[src/rtl/sha2_pkg.sv]
// rtl/sha2_pkg.sv - shared constants and helpers for the SHA-2 message schedule
package sha2_pkg;

   localparam int IDX_W = 7;

   typedef enum logic {ST_IDLE, ST_RUN} state_t;

   // sigma0 / sigma1 rotate and shift amounts, SHA-224/256
   localparam int S256_S0_R1 = 7;
   localparam int S256_S0_R2 = 18;
   localparam int S256_S0_SH = 3;
   localparam int S256_S1_R1 = 17;
   localparam int S256_S1_R2 = 19;
   localparam int S256_S1_SH = 10;

   // sigma0 / sigma1 rotate and shift amounts, SHA-384/512
   localparam int S512_S0_R1 = 1;
   localparam int S512_S0_R2 = 8;
   localparam int S512_S0_SH = 7;
   localparam int S512_S1_R1 = 19;
   localparam int S512_S1_R2 = 61;
   localparam int S512_S1_SH = 6;

   function automatic int rounds(input int wordsize);
      return (wordsize == 64) ? 80 : 64;
   endfunction

endpackage

[src/rtl/sha2_msg_sigma.sv]
// rtl/sha2_msg_sigma.sv - combinational small-sigma function, i_sel=0 gives sigma0, 1 gives sigma1
module sha2_msg_sigma
   import sha2_pkg::*;
#(
   parameter int WORDSIZE = 32
) (
   input  logic                i_sel,
   input  logic [WORDSIZE-1:0] i_x,
   output logic [WORDSIZE-1:0] o_y
);

   localparam bit W64 = (WORDSIZE == 64);
   localparam int S0_R1 = W64 ? S512_S0_R1 : S256_S0_R1;
   localparam int S0_R2 = W64 ? S512_S0_R2 : S256_S0_R2;
   localparam int S0_SH = W64 ? S512_S0_SH : S256_S0_SH;
   localparam int S1_R1 = W64 ? S512_S1_R1 : S256_S1_R1;
   localparam int S1_R2 = W64 ? S512_S1_R2 : S256_S1_R2;
   localparam int S1_SH = W64 ? S512_S1_SH : S256_S1_SH;

   function automatic logic [WORDSIZE-1:0] rotr(input logic [WORDSIZE-1:0] x, input int n);
      return (x >> n) | (x << (WORDSIZE - n));
   endfunction

   logic [WORDSIZE-1:0] w_s0;
   logic [WORDSIZE-1:0] w_s1;

   always_comb begin
      w_s0 = rotr(i_x, S0_R1) ^ rotr(i_x, S0_R2) ^ (i_x >> S0_SH);
      w_s1 = rotr(i_x, S1_R1) ^ rotr(i_x, S1_R2) ^ (i_x >> S1_SH);
      o_y  = i_sel ? w_s1 : w_s0;
   end

endmodule

[src/rtl/sha2_msg_schedule.sv]
// rtl/sha2_msg_schedule.sv - SHA-2 message schedule: streams W[0..R-1] from a 16-word sliding window
module sha2_msg_schedule
   import sha2_pkg::*;
#(
   parameter int WORDSIZE = 32
) (
   input  logic                  i_clk,
   input  logic                  i_rst,
   input  logic                  i_blk_valid,
   output logic                  o_blk_ready,
   input  logic [16*WORDSIZE-1:0] i_blk_data,
   output logic                  o_w_valid,
   input  logic                  i_w_ready,
   output logic [WORDSIZE-1:0]   o_w_data,
   output logic [IDX_W-1:0]      o_w_idx,
   output logic                  o_w_last
);

   if (!(WORDSIZE == 32 || WORDSIZE == 64)) begin : g_bad_wordsize
      $error("sha2_msg_schedule: WORDSIZE must be 32 or 64");
   end

   localparam int               R    = rounds(WORDSIZE);
   localparam logic [IDX_W-1:0] LAST = IDX_W'(R - 1);

   state_t              r_state;
   state_t              w_state_nxt;
   logic [IDX_W-1:0]    r_t;
   logic [WORDSIZE-1:0] r_win [16];

   logic                w_at_last;
   logic                w_load;
   logic                w_shift;
   logic                w_go_idle;
   logic [WORDSIZE-1:0] w_s0;
   logic [WORDSIZE-1:0] w_s1;
   logic [WORDSIZE-1:0] w_next;

   sha2_msg_sigma #(.WORDSIZE(WORDSIZE)) u_sigma0 (
      .i_sel (1'b0),
      .i_x   (r_win[1]),
      .o_y   (w_s0)
   );

   sha2_msg_sigma #(.WORDSIZE(WORDSIZE)) u_sigma1 (
      .i_sel (1'b1),
      .i_x   (r_win[14]),
      .o_y   (w_s1)
   );

   // W[t+16]; single-cycle adder tree, carries beyond WORDSIZE dropped
   assign w_next    = w_s1 + r_win[9] + w_s0 + r_win[0];
   assign w_at_last = (r_t == LAST);

   always_comb begin
      w_state_nxt = r_state;
      w_load      = 1'b0;
      w_shift     = 1'b0;
      w_go_idle   = 1'b0;
      case (r_state)
         ST_IDLE: begin
            if (i_blk_valid) begin
               w_load      = 1'b1;
               w_state_nxt = ST_RUN;
            end
         end
         ST_RUN: begin
            if (i_w_ready) begin
               if (!w_at_last) begin
                  w_shift = 1'b1;
               end else if (i_blk_valid) begin
                  w_load = 1'b1;
               end else begin
                  w_go_idle   = 1'b1;
                  w_state_nxt = ST_IDLE;
               end
            end
         end
         default: w_state_nxt = ST_IDLE;
      endcase
   end

   always_ff @(posedge i_clk or posedge i_rst) begin
      if (i_rst) begin
         r_state <= ST_IDLE;
      end else begin
         r_state <= w_state_nxt;
      end
   end

   always_ff @(posedge i_clk or posedge i_rst) begin
      if (i_rst) begin
         r_t <= '0;
         for (int i = 0; i < 16; i++) r_win[i] <= '0;
      end else if (w_load) begin
         r_t <= '0;
         for (int i = 0; i < 16; i++) r_win[i] <= i_blk_data[(15-i)*WORDSIZE +: WORDSIZE];
      end else if (w_shift) begin
         r_t <= r_t + 1'b1;
         for (int i = 0; i < 15; i++) r_win[i] <= r_win[i+1];
         r_win[15] <= w_next;
      end else if (w_go_idle) begin
         r_t <= '0;
      end
   end

   assign o_w_valid   = (r_state == ST_RUN);
   assign o_w_data    = r_win[0];
   assign o_w_idx     = r_t;
   assign o_w_last    = o_w_valid && w_at_last;
   assign o_blk_ready = (r_state == ST_IDLE) || (o_w_valid && i_w_ready && w_at_last);

endmodule

[config.mk]
export PLATFORM = sky130hd
export DESIGN_NAME = sha2_msg_schedule
export DESIGN_NICKNAME = d
export VERILOG_FILES = /design/src/rtl/sha2_pkg.sv /design/src/rtl/sha2_msg_sigma.sv /design/src/rtl/sha2_msg_schedule.sv
export SDC_FILE = /design/constraint.sdc
export NUM_CORES = 2
export LEC_CHECK = 0
export CAP_MARGIN = 40
export CORE_ASPECT_RATIO = 1.4
export CORE_MARGIN = 2
export CORE_UTILIZATION = 40
export CTS_CLUSTER_SIZE = 28
export DETAILED_ROUTE_END_ITERATION = 7
export GPL_ROUTABILITY_DRIVEN = 0
export HOLD_SLACK_MARGIN = 0.1
export PLACE_DENSITY = 0.67
export SETUP_SLACK_MARGIN = 0.5
export SKIP_LAST_GASP = 1
export SYNTH_ARGS = -nofsm -noshare
export SYNTH_HDL_FRONTEND = slang
export SYNTH_SLANG_ARGS = --single-unit
[constraint.sdc]
create_clock -name i_clk -period 16.7 [get_ports i_clk]
set_input_delay 1.67 -clock i_clk [delete_from_list [all_inputs] [get_ports i_clk]]
set_output_delay 1.67 -clock i_clk [all_outputs]
set_load 0.005 [all_outputs]
==> impl.org <==
** Outcome
- The run finished with clean final reports.

** Clock network
- TritonCTS created 52 clock buffers.
- Number of hold buffers added after cts :: 0
- Number of resized instances in the post-cts repair step :: 0
- CTS HTree Levels :: 2
- CTS tree :: yes
- Latest clock arrival within the worst-skew pair :: 620 ps
- Clock tree synthesis selected as its root buffer the cell sky130_fd_sc_hd__clkbuf_16.
- For this design, the sink count on the clock tree is 520.
- Once the clock tree was built, the setup fixing pass inserted 0 buffers.
- No sink is reached through more buffers than the 3 on the longest clock path.
- Clock-pin slew on the worst setup and hold paths :: 60 ps

** Route
- Wire length on met2 :: 50.1 mm
- For this block, the routed nets add up to 105 mm of wire.
- The first detailed-routing pass ran for 8 iterations.
- Via count normalized by instance count :: 5.32
- The routed layout has 25226 vias.
- DRT iter0 DRCs :: 2453
- In this run the remaining antenna-violating nets after routing total 0.
- After detailed routing, the wire length on met1 is 42.1 mm.
- Summed over all nets, wire length on met3 after detailed routing comes to 6.27 mm.
- Average wire length per cell after detail routing :: 22.1 um
- After detailed routing, the number of remaining DRC violations is 0.
- Uppermost metal layer occupied by signal nets :: met5

** Global route
- Congestion Overflow GR :: 0
- Global routing used 28.2% of the available tracks across all layers.
- Entering global routing, the biggest net connects 94 pins.
- Wire length of the first global-routing pass :: 153 mm
- Via count of the first global-routing pass :: 24106
- The number of antenna violations at the first check in global routing came to 16.

** Die
- Once the floorplan was initialized, standard cells occupied 40.5% of the core.
- Count of boundary I/O pins :: 558
- The initialized floorplan defines 114 standard-cell rows.
- The core region is 0.0692 mm2.
- Die Y :: 317 um
- X dimension of the die :: 228 um
- DIE AREA :: 0.0722 mm2

** Synthesis
- The cell count after synthesis came out at 3426.
- Dividing the synthesized area by the synthesized cell count gives 8.18 um2.
- Number of flops mapped to enable cells by yosys :: 0
- Synthesis instantiated 65 different standard cells from the library.
- Largest area contributor in the synthesized netlist :: sky130_fd_sc_hd__dfrtp_1
- By instance count, the leading cell after synthesis is sky130_fd_sc_hd__nand2_1.
- Leading post-synthesis cells by cell area :: sky130_fd_sc_hd__dfrtp_1, sky130_fd_sc_hd__nand2_1, sky130_fd_sc_hd__a31oi_1
- Sequential cells were found to cover 46.4% of the synthesized design area.
- Post-synthesis net count :: 4036
- Top_reg_cell synth :: sky130_fd_sc_hd__dfrtp_1
- Counting flops and latches in the post-synthesis netlist gives 520.
- Summed over its instances, the top area cell type makes up 46.4% of the synthesized netlist area.
- List of most frequent post-synthesis cells :: sky130_fd_sc_hd__nand2_1, sky130_fd_sc_hd__dfrtp_1, sky130_fd_sc_hd__nor2_1
- Ys async rst share :: 100%
- Ys Warns :: 0
- Netlist area before placement :: 0.0280 mm2

** Worst setup path
- Critical register-to-register path endpoint :: r_win[406]
- The worst setup path is launched from an input port.
- Critical Path Most Common Cell :: sky130_fd_sc_hd__buf_4
- R2R depth :: 12
- The worst setup path is of the input port to register kind.
- The critical path starts at i_blk_valid.
- In this run the worst setup path terminates at r_win[406].
- Worst endpoint required time :: 17230 ps
- Worst R2R Start :: o_w_idx[0]
- Of all nets on the critical path, the largest fanout is 83.
- Register-to-Register Setup Slack :: 11550 ps
- Traced cell by cell, the critical path runs through clkdlybuf4s50_1 > nor2_1 > a21oi_1 > o31a_2 > buf_4 > buf_4 > buf_4 > buf_4 > buf_12 > buf_4 > nor2_1 > a31oi_1.
- For this run, the slowest stage of the critical path takes 750 ps.
- CP Data Arrival Time :: 6750 ps
- The worst setup path is captured at a register.
- Among all stages on the critical path, the largest delay is contributed by sky130_fd_sc_hd__buf_4.

** STA
- Endpoints failing setup :: 0
- Worst Tran Pin Value :: 962 ps
- After layout, the minimum clock period comes to 6220 ps.
- Period Utilization, post-route :: 37.3%
- The total count of max-transition violations in the final report came to 0.
- Headroom to the max-slew limit came out at 35.9%.
- Final Hold Fails :: 0
- Worst hold margin :: 486 ps
- Setup repair after global routing missed its margin :: false
- Maximum frequency from static timing analysis :: 0.161 GHz
- Adding up every negative setup slack in the final design gives 0 ps.
- Between clock sinks in the finished design, the worst skew comes to 15.4 ps.

** Finish
- Final std cell area, no fill :: 0.0356 mm2
- Ratio of cells with drive above 1 in the final layout :: 3.87%
- Post-layout instance count excluding filler cells :: 4739
- Area added between synthesis and finish :: 26.9%
- For this run, the post-layout net count is 4373.

** Pwr
- In this run, the clock network consumes 15.8% of the power.
- Worst VDD drop :: 0.000208 V
- Of the total power, the share spent switching nets is 46.5%.
- Sequential cells account for 25.6% of the total power.
- Leak pwr :: 15.5 nW
- After layout, the design draws a total of 7.38 mW.
- Combinational logic burns 58.6% of the power.
- Internal power :: 3.94 mW
- Ratio of total power to cell area :: 207 mW/mm2
- Summed over all nets, the switching power comes to 3.43 mW.

** Placement
- Once placement completed, the tool counted placed cells totaling 4637.
- Summing all placed instances gives a cell area of 0.0339 mm2.
- Summed over all nets, the half-perimeter wirelength after detailed placement is 80.0 mm.
- The count of buffers added on input and output ports is 557.

** Hold path
- The worst hold path belongs to the class register to register.
- Source of the worst hold timing path :: r_win[9]

** Run
- Max cap viols :: 0
[worst max-delay path: cells and delay by family]
kind            cells  cell delay, ps
buf+inv             7            4050
simple gates        2             230
compound gates      3             670
[flip-flops by register name, summed over array words and instances, names as in the netlist]
name / cells
o_w_data: 32
o_w_idx: 7
o_w_valid: 1
r_win: 480
[power by group through the flow]
stage                     logic [mW]  registers (mW)  clock network, mW
after global routing            4.72            1.92               1.23
final                           4.32            1.89               1.16
after CTS                       4.27            1.89               1.18
after detailed placement        4.22            1.91                  0
after global placement          4.20            1.90                  0
after floorplan                 3.10            1.72                  0
[placed cells by master, fill, tap and decap left out, types with 3 or more instances in the layout]
cell,instances
sky130_fd_sc_hd__o21ai_1,3
sky130_fd_sc_hd__buf_4,31
sky130_fd_sc_hd__clkdlybuf4s50_1,557
sky130_fd_sc_hd__and3_1,6
sky130_fd_sc_hd__o21ai_0,35
sky130_fd_sc_hd__diode_2,12
sky130_fd_sc_hd__ha_1,32
sky130_fd_sc_hd__inv_1,124
sky130_fd_sc_hd__dfrtp_1,520
sky130_fd_sc_hd__nor3_1,9
sky130_fd_sc_hd__a211oi_1,3
sky130_fd_sc_hd__clkbuf_8,9
sky130_fd_sc_hd__nand3_1,15
sky130_fd_sc_hd__fa_1,62
sky130_fd_sc_hd__xnor2_1,78
sky130_fd_sc_hd__nand2_1,1007
sky130_fd_sc_hd__a21oi_1,47
sky130_fd_sc_hd__nor2b_1,3
sky130_fd_sc_hd__clkinv_2,11
sky130_fd_sc_hd__clkbuf_1,11
sky130_fd_sc_hd__a22oi_1,12
sky130_fd_sc_hd__xor2_1,65
sky130_fd_sc_hd__a21o_1,15
sky130_fd_sc_hd__clkbuf_16,53
sky130_fd_sc_hd__buf_12,3
sky130_fd_sc_hd__nand4_1,8
sky130_fd_sc_hd__a31oi_1,493
sky130_fd_sc_hd__nor2_1,518
sky130_fd_sc_hd__buf_16,10
[cell type report]
type | instances | area (um2)
Antenna cell | 12 | 30.0
Clock inverter | 17 | 155
Inverter | 126 | 480
Clock buffer | 73 | 1490
Fill cell | 6614 | 33600
Timing Repair Buffer | 601 | 6140
Sequential cell | 520 | 13000
Multi-Input combinational cell | 2462 | 13100
Tap cell | 928 | 1160
[logic make-up after synthesis]
family          count (synthesis)  share of synthesized area, %
simple gates                 1579                          21.5
xor+xnor                      143                          4.47
fa+ha+maj                      94                          5.86
compound gates                641                          14.5
mux                             5                         0.205
flops                         520                          46.4
buf+inv                       444                          6.98
[per-layer routing]
| layer | vias up | track usage, % |
|---|---|---|
| met3 | 205 | 4.21 |
| met5 | - | 0 |
| met2 | 972 | 46.4 |
| met4 | 10 | 15.7 |
| met1 | 12122 | 36.0 |
| li1 | 11917 | - |
[how the worst min path moves through the flow]
stage                    end  slack, ps  depth (start not counted)
finish              r_win[9]        490                          2
floorplan           r_win[6]        450                          2
global route        r_win[6]        530                          2
detailed placement  r_win[9]        470                          2
CTS                 r_win[9]        480                          2
global placement    r_win[6]        460                          2
[per-stage QoR]
step / worst slack (ps) / utilization (%)
2_1_floorplan: 503 / -
3_3_place_gp: 9800 / 48.5
3_5_place_dp: 9880 / 49.0
4_1_cts: 10550 / 51.4
5_1_grt: 10020 / 51.4
6_report: 10480 / 51.4
No activity file was read; power rests on OpenSTA's default activity.
